===== config.mk =====
export PLATFORM = sky130hd
export DESIGN_NAME = keypad_entry
export DESIGN_NICKNAME = d
export VERILOG_FILES = /design/src/rtl/keypad_entry.sv
export SDC_FILE = /design/constraint.sdc
export NUM_CORES = 1
export LEC_CHECK = 0
export CAP_MARGIN = 30
export CORE_MARGIN = 3
export CORE_UTILIZATION = 55
export DETAILED_ROUTE_END_ITERATION = 8
export GPL_ROUTABILITY_DRIVEN = 0
export PLACE_DENSITY = 0.89
export SLEW_MARGIN = 10
export SYNTH_ARGS = -nofsm -noshare
export SYNTH_HDL_FRONTEND = slang
export SYNTH_SLANG_ARGS = --single-unit
export TNS_END_PERCENT = 30

===== constraint.sdc =====
create_clock -name clk -period 3.2 [get_ports clk]
set_input_delay 0.64 -clock clk [delete_from_list [all_inputs] [get_ports clk]]
set_output_delay 0.64 -clock clk [all_outputs]
set_load 0.01 [all_outputs]

===== src/rtl/keypad_entry.sv =====
// Keypad entry: synchronizes and debounces a held key code, then edits a
// four-digit entry buffer with backspace and enter.
module keypad_entry #(
    parameter int unsigned SAMPLE_TICKS   = 100000,
    parameter int unsigned STABLE_SAMPLES = 4
) (
    input  logic        clk,
    input  logic        rst,
    input  logic [3:0]  key,
    output logic        key_event,
    output logic [3:0]  key_code,
    output logic [15:0] entry,
    output logic [2:0]  digit_cnt,
    output logic [15:0] value,
    output logic        value_valid,
    output logic        overflow
);

    localparam int unsigned PW = (SAMPLE_TICKS > 1) ? $clog2(SAMPLE_TICKS) : 1;
    localparam int unsigned SW = $clog2(STABLE_SAMPLES + 1);
    localparam logic [PW-1:0] PreLast = PW'(SAMPLE_TICKS - 1);
    localparam logic [SW-1:0] StabMax = SW'(STABLE_SAMPLES);
    localparam logic [SW-1:0] StabPre = SW'(STABLE_SAMPLES - 1);

    typedef enum logic [1:0] {StEmpty, StEntering, StFull} state_e;

    logic [3:0]    key_s1_q, key_s2_q;
    logic [PW-1:0] pre_q, pre_d;
    logic [3:0]    cand_q, cand_d;
    logic [SW-1:0] stab_q, stab_d;
    logic [3:0]    stable_q, stable_d;
    logic          armed_q, armed_d;
    state_e        state_q, state_d;
    logic          key_event_q, key_event_d;
    logic [3:0]    key_code_q, key_code_d;
    logic [15:0]   entry_q, entry_d;
    logic [2:0]    cnt_q, cnt_d;
    logic [15:0]   value_q, value_d;
    logic          vv_q, vv_d;
    logic          ovf_q, ovf_d;
    logic          strobe, accept, new_event;

    always_comb begin
        strobe = (pre_q == PreLast);
        pre_d  = strobe ? '0 : pre_q + 1'b1;
        cand_d = cand_q;
        stab_d = stab_q;
        accept = 1'b0;
        if (strobe) begin
            if (key_s2_q == cand_q) begin
                // Accept only on the strobe that first reaches the threshold.
                if (stab_q != StabMax) begin
                    stab_d = stab_q + 1'b1;
                    accept = (stab_q == StabPre);
                end
            end else begin
                cand_d = key_s2_q;
                stab_d = SW'(1);
            end
        end

        stable_d  = stable_q;
        armed_d   = armed_q;
        new_event = 1'b0;
        if (accept) begin
            stable_d  = cand_q;
            armed_d   = 1'b1;
            new_event = armed_q && (cand_q != stable_q);
        end
        key_event_d = new_event;
        key_code_d  = new_event ? cand_q : key_code_q;

        // Entry edits commit on the same edge as key_event so they appear together.
        state_d = state_q;
        entry_d = entry_q;
        cnt_d   = cnt_q;
        value_d = value_q;
        vv_d    = 1'b0;
        ovf_d   = 1'b0;
        if (new_event) begin
            if (cand_q <= 4'hD) begin
                if (state_q == StFull) begin
                    ovf_d = 1'b1;
                end else begin
                    entry_d = {entry_q[11:0], cand_q};
                    cnt_d   = cnt_q + 3'd1;
                    state_d = (cnt_q == 3'd3) ? StFull : StEntering;
                end
            end else if (cand_q == 4'hE) begin
                if (state_q != StEmpty) begin
                    entry_d = {4'h0, entry_q[15:4]};
                    cnt_d   = cnt_q - 3'd1;
                    state_d = (cnt_q == 3'd1) ? StEmpty : StEntering;
                end
            end else if (state_q != StEmpty) begin
                value_d = entry_q;
                vv_d    = 1'b1;
                entry_d = '0;
                cnt_d   = '0;
                state_d = StEmpty;
            end
        end
    end

    always_ff @(posedge clk or posedge rst) begin
        if (rst) begin
            key_s1_q    <= '0;
            key_s2_q    <= '0;
            pre_q       <= '0;
            cand_q      <= '0;
            stab_q      <= '0;
            stable_q    <= '0;
            armed_q     <= 1'b0;
            state_q     <= StEmpty;
            key_event_q <= 1'b0;
            key_code_q  <= '0;
            entry_q     <= '0;
            cnt_q       <= '0;
            value_q     <= '0;
            vv_q        <= 1'b0;
            ovf_q       <= 1'b0;
        end else begin
            key_s1_q    <= key;
            key_s2_q    <= key_s1_q;
            pre_q       <= pre_d;
            cand_q      <= cand_d;
            stab_q      <= stab_d;
            stable_q    <= stable_d;
            armed_q     <= armed_d;
            state_q     <= state_d;
            key_event_q <= key_event_d;
            key_code_q  <= key_code_d;
            entry_q     <= entry_d;
            cnt_q       <= cnt_d;
            value_q     <= value_d;
            vv_q        <= vv_d;
            ovf_q       <= ovf_d;
        end
    end

    assign key_event   = key_event_q;
    assign key_code    = key_code_q;
    assign entry       = entry_q;
    assign digit_cnt   = cnt_q;
    assign value       = value_q;
    assign value_valid = vv_q;
    assign overflow    = ovf_q;

endmodule


Yosys cells after proc, flatten, opt, wreduce, memory -nomap -nowiden
Index checks and enable logic that the tools add are counted.
{ "totals": {"latchBits": 0, "rom_bits": 0, "wordCells": 72, "in_bits": 6, "out_inout_bits": 42, "ff_bits": 81, "memories": 0, "ram_bits": 0} }
{ "classes": {"n_reduce_logical": 7, "bitwise_logic": 3, "order_cmp": 1, "mul": 0, "mux": 31, "n_shift": 0, "addsub": 4, "div_mod_pow": 0, "eq_ne": 11} }
{ "op_table": {"columns": ["operator", "count"], "rows": [
  ["$mux W16", 5],
  ["$mux W3", 7],
  ["$add A17 B1 Y17 const B", 1],
  ["$eq A17 B17 Y1 const B", 1],
  ["$mux W17", 1],
  ["$mux W1", 12],
  ["$mux W2", 6],
  ["$add A3 B1 Y3 const B", 2],
  ["$eq A3 B2 Y1 const B", 2],
  ["$eq A4 B4 Y1", 1],
  ["$eq A4 B4 Y1 const B", 1],
  ["$le A4 B4 Y1 const B", 1],
  ["$ne A4 B4 Y1", 1],
  ["$reduce_and A2 Y1", 2],
  ["$reduce_and A4 Y1", 1],
  ["$reduce_bool A2 Y1", 2],
  ["$eq A3 B1 Y1 const B", 1],
  ["$ne A3 B3 Y1 const B", 1],
  ["$not A1 Y1", 3],
  ["$reduce_and A3 Y1", 1],
  ["$sub A3 B1 Y3 const B", 1],
  ["$eq A2 B2 Y1 const B", 1],
  ["$ne A2 B1 Y1 const B", 1],
  ["$ne A2 B2 Y1 const B", 1],
  ["$logic_and A1 B1 Y1", 1]
]} }

Logic depth before layout (Yosys ltp)
{ "logic_depth": {"ltp_word": 6, "ltp_mapped": 9, "ltp_nobuf": 7} }

Worst setup path after synthesis
OpenSTA, ideal clock, no wires.
{ "synth_timing": {"kind": "reg-to-reg", "startpoint": "reg pre_q[5]", "endpoint": "reg value_q[0], in the netlist value[0]", "slack_ns": 0.538, "required_time_ns": 3.075, "n_path_buf": 2, "arrival_ns": 2.536, "synth_period_minus_slack_ns": 2.662, "stages_incl_launch_ff": 8, "setup_ns": 0.125, "cell_sequence": "dfrtp_1 > or4b_4 > nor4_4 > nand2_2 > or3_1 > buf_4 > buf_6 > mux2_4"} }
{ "synth_via": {"elab_chain_len": 4} }
{ "synth_lines": {"columns": ["element", "line_no", "text"], "rows": [
  ["from (decl)", "28", "logic [PW-1:0] pre_q, pre_d;"],
  ["from (signal assigned)", "125", "pre_q <= pre_d;"],
  ["$eq A17 B17 Y1", "44", "strobe = (pre_q == PreLast);"],
  ["$mux W1", "49", "if (strobe) begin"],
  ["$mux W1", "65", "if (accept) begin"],
  ["$reduce_and A4 Y1 (no source line)", null, null],
  ["to (signal assigned)", "135", "value_q <= value_d;"],
  ["to (decl)", "38", "logic [15:0] value_q, value_d;"]
]} }
Every way passes these cells.
A chain may end at the register's enable or synchronous reset.

Final worst setup path
Ends and elaborated chain as after synthesis.

==> results.sh <==
export IMPL_clk_pin_slew_worst_paths_ns=0.08
export IMPL_pre_cts_ws_ns=0.398
export IMPL_port_buffers=47
export IMPL_post_cts_buffers=0
export IMPL_synth_commonest_cells="dfrtp_1, o21ai_0, mux2_2"
export IMPL_initial_core_util_pct=57.2
export IMPL_numCtsBuffers=9
export IMPL_die_y_um=87.5
export IMPL_drv_slew=0
export IMPL_grt_overflow=0
export IMPL_grt_pass1_wl_um=12300
export IMPL_syn_num_nets=328
export IMPL_nFillCells=443
export IMPL_clk_path_buf_depth=2
export IMPL_yosysWarnings=0
export IMPL_grt_pass1_vias=2552
export IMPL_tightestPinTransition_ns=0.971
export IMPL_crit_path_end_kind="register"
export IMPL_synth_area_top_cells="dfrtp_1, mux2_2, mux2_4"
export IMPL_required_ns=3.44
export IMPL_timing_setup_tns_ns=0
export IMPL_setup_violations_final=0
export IMPL_worst_slack_ns=0.367
export IMPL_crit_path_start_kind="register"
export IMPL_core_area_um2=6390
export IMPL_ys_flop_type="dfrtp_1"
export IMPL_slowest_delay_ns=0.79
export IMPL_status="finished, final reports clean"
export IMPL_cp_slowest_cell="or3_1"
export IMPL_async_reset_ff_share_pct=100
export IMPL_avgSynthCellArea_um2=11.6
export IMPL_p_total_w=0.00173
export IMPL_rsz0062_at_grt="no"
export IMPL_hold_viol_final=0
export IMPL_hpwl_um=4890
export IMPL_fmax_mhz=353
export IMPL_routed_via_count=2593
export IMPL_cts_hold_buf=0
export IMPL_synth_edff_count=0
export IMPL_drc=0
export IMPL_grt_start_max_net_pins=51
export IMPL_wl_per_cell_um=16.7
export IMPL_cap_violations=0
export IMPL_yosysTopAreaCell="dfrtp_1"
export IMPL_crit_fanout=16
export IMPL_final_nets=375
export IMPL_ios=48
export IMPL_worstSetupPathType="reg -> reg"
export IMPL_drt_wl_total_um=7410
export IMPL_drtAntennaViolNets=0
export IMPL_cts_resized=0
export IMPL_path_cells="or4b_4 -> nor4_4 -> nand2_2 -> or3_1 -> mux2_4"
export IMPL_drt_first_iter_violations=241
export IMPL_via_per_inst=5.85
export IMPL_ff2ff_path_depth=5
export IMPL_num_rows=29
export IMPL_synth_cells=314
export IMPL_power_density_nw_per_um2=395
export IMPL_ys_ff_latch=81
export IMPL_clockRootBuffer="clkbuf_8"
export IMPL_holdPathStages=0
export IMPL_tritoncts_num_sinks=81
export IMPL_fp_dieArea_um2=7650
export IMPL_synth_top_area_share_pct=55.5
export IMPL_antenna_found_initial=0
export IMPL_leakage_nw=1.94
export IMPL_worst_skew_pair_late_latency_ns=0.36
export IMPL_synth_most_common_cell="dfrtp_1"
export IMPL_grt_usage_pct=20.9
export IMPL_die_w_um=87.5
export IMPL_syn_area_um2=3650
export IMPL_htree_num_levels=3
export IMPL_instances_no_fill=443
export IMPL_area_growth_pct=20.0
export IMPL_finalCritPeriodShare_pct=88.5
export IMPL_synth_seq_area_share_pct=55.5
export IMPL_drt_pass1_iter_count=5
export IMPL_min_path_type="reg -> reg"
export IMPL_maxSlewHeadroom_pct=35.3
export IMPL_dp_cells=427
export IMPL_drive_gt1_share_pct=15.6
export IMPL_finClkSkew_ns=0.0159
export IMPL_synth_cell_type_count=39
export IMPL_ir_drop_v=0.000322
export IMPL_cts_tree="built"
export IMPL_diodes=0
export IMPL_hold_ws_ns=0.352
export IMPL_cp_arrival_ns=3.07
export IMPL_min_period_ns=2.83
-- worst max-delay path, delay by kind of cell, from the launching register on --
| family | cells | cell delay (ns) |
|---|---|---|
| flops | 1 | 0.45 |
| mux | 1 | 0.45 |
| simple gates | 4 | 1.82 |
-- cell type report --
type	instances	area [µm²]	share of cell area (%)
inverters	11	42.5	0.972
well taps	77	96.3	2.20
clock buffers	12	145	3.32
clock inverters	4	28.8	0.657
multi-input cells	204	1500	34.3
repair buffers	54	536	12.2
flip-flops and latches	81	2030	46.3
-- final timing paths --
kind	from	to	slack [ns]
max in group asynchronous	rst	pre_q[3]$_DFF_PP0_	1.90
setup / recovery	pre_q[5]$_DFF_PP0_	value[0]$_DFFE_PP0P_	0.37
min in group asynchronous	rst	value[9]$_DFFE_PP0P_	0.65
setup reg to reg	pre_q[5]$_DFF_PP0_	value[0]$_DFFE_PP0P_	0.37
hold / removal	key_s1_q[0]$_DFF_PP0_	key_s2_q[0]$_DFF_PP0_	0.35
hold reg to reg	key_s1_q[0]$_DFF_PP0_	key_s2_q[0]$_DFF_PP0_	0.35
-- cell families after synthesis --
group	synth area share (%)
flip-flops	55.5
AND/OR/NAND/NOR	13.1
buffers and inverters	3.29
adder cells (fa/ha/maj)	2.74
AO/OA/AOI/OAI	8.50
XOR/XNOR	5.76
multiplexers	11.1
-- report_power, final --
| part | switching (W) | internal [W] |
|---|---|---|
| logic | 0.0000221 | 0.00000967 |
| clock network | 0.000365 | 0.000304 |
| registers | 0.00000226 | 0.00103 |
| total | 0.000389 | 0.00134 |
-- per-stage QoR --
step,util (%),area [µm²]
floorplan,-,3650
global placement,65.8,4200
detailed placement,65.8,4200
CTS,68.6,4380
global route,68.6,4380
finish,68.6,4380
-- registers in the layout (all words and copies together), names as in the netlist --
register / flops
key_s1_q: 4
key_s2_q: 4
stable_q: 4
digit_cnt: 3
overflow: 1
state_q: 2
key_code: 4
value: 16
entry: 16
cand_q: 4
value_valid: 1
armed_q: 1
pre_q: 17
key_event: 1
stab_q: 3
-- per-layer routing --
metal / wire length, µm / global-route usage, %
met3: 409 / 4.54
met2: 3680 / 32.5
met1: 3140 / 27.6
met5: 0 / 0
met4: 174 / 10.6
-- cell usage in the layout (no fill, tap or decap), types with 11 or more instances in the layout --
cell type / netlist / routed
dfrtp_1: 81 / 81
a21oi_1: 16 / 16
nand2_1: 14 / 14
xnor2_1: 11 / 11
o21ai_0: 28 / 28
xor2_1: 13 / 13
clkdlybuf4s50_1: 0 / 47
mux2_2: 20 / 20
nor2_1: 16 / 16
Power figures use the tool's default switching activity.
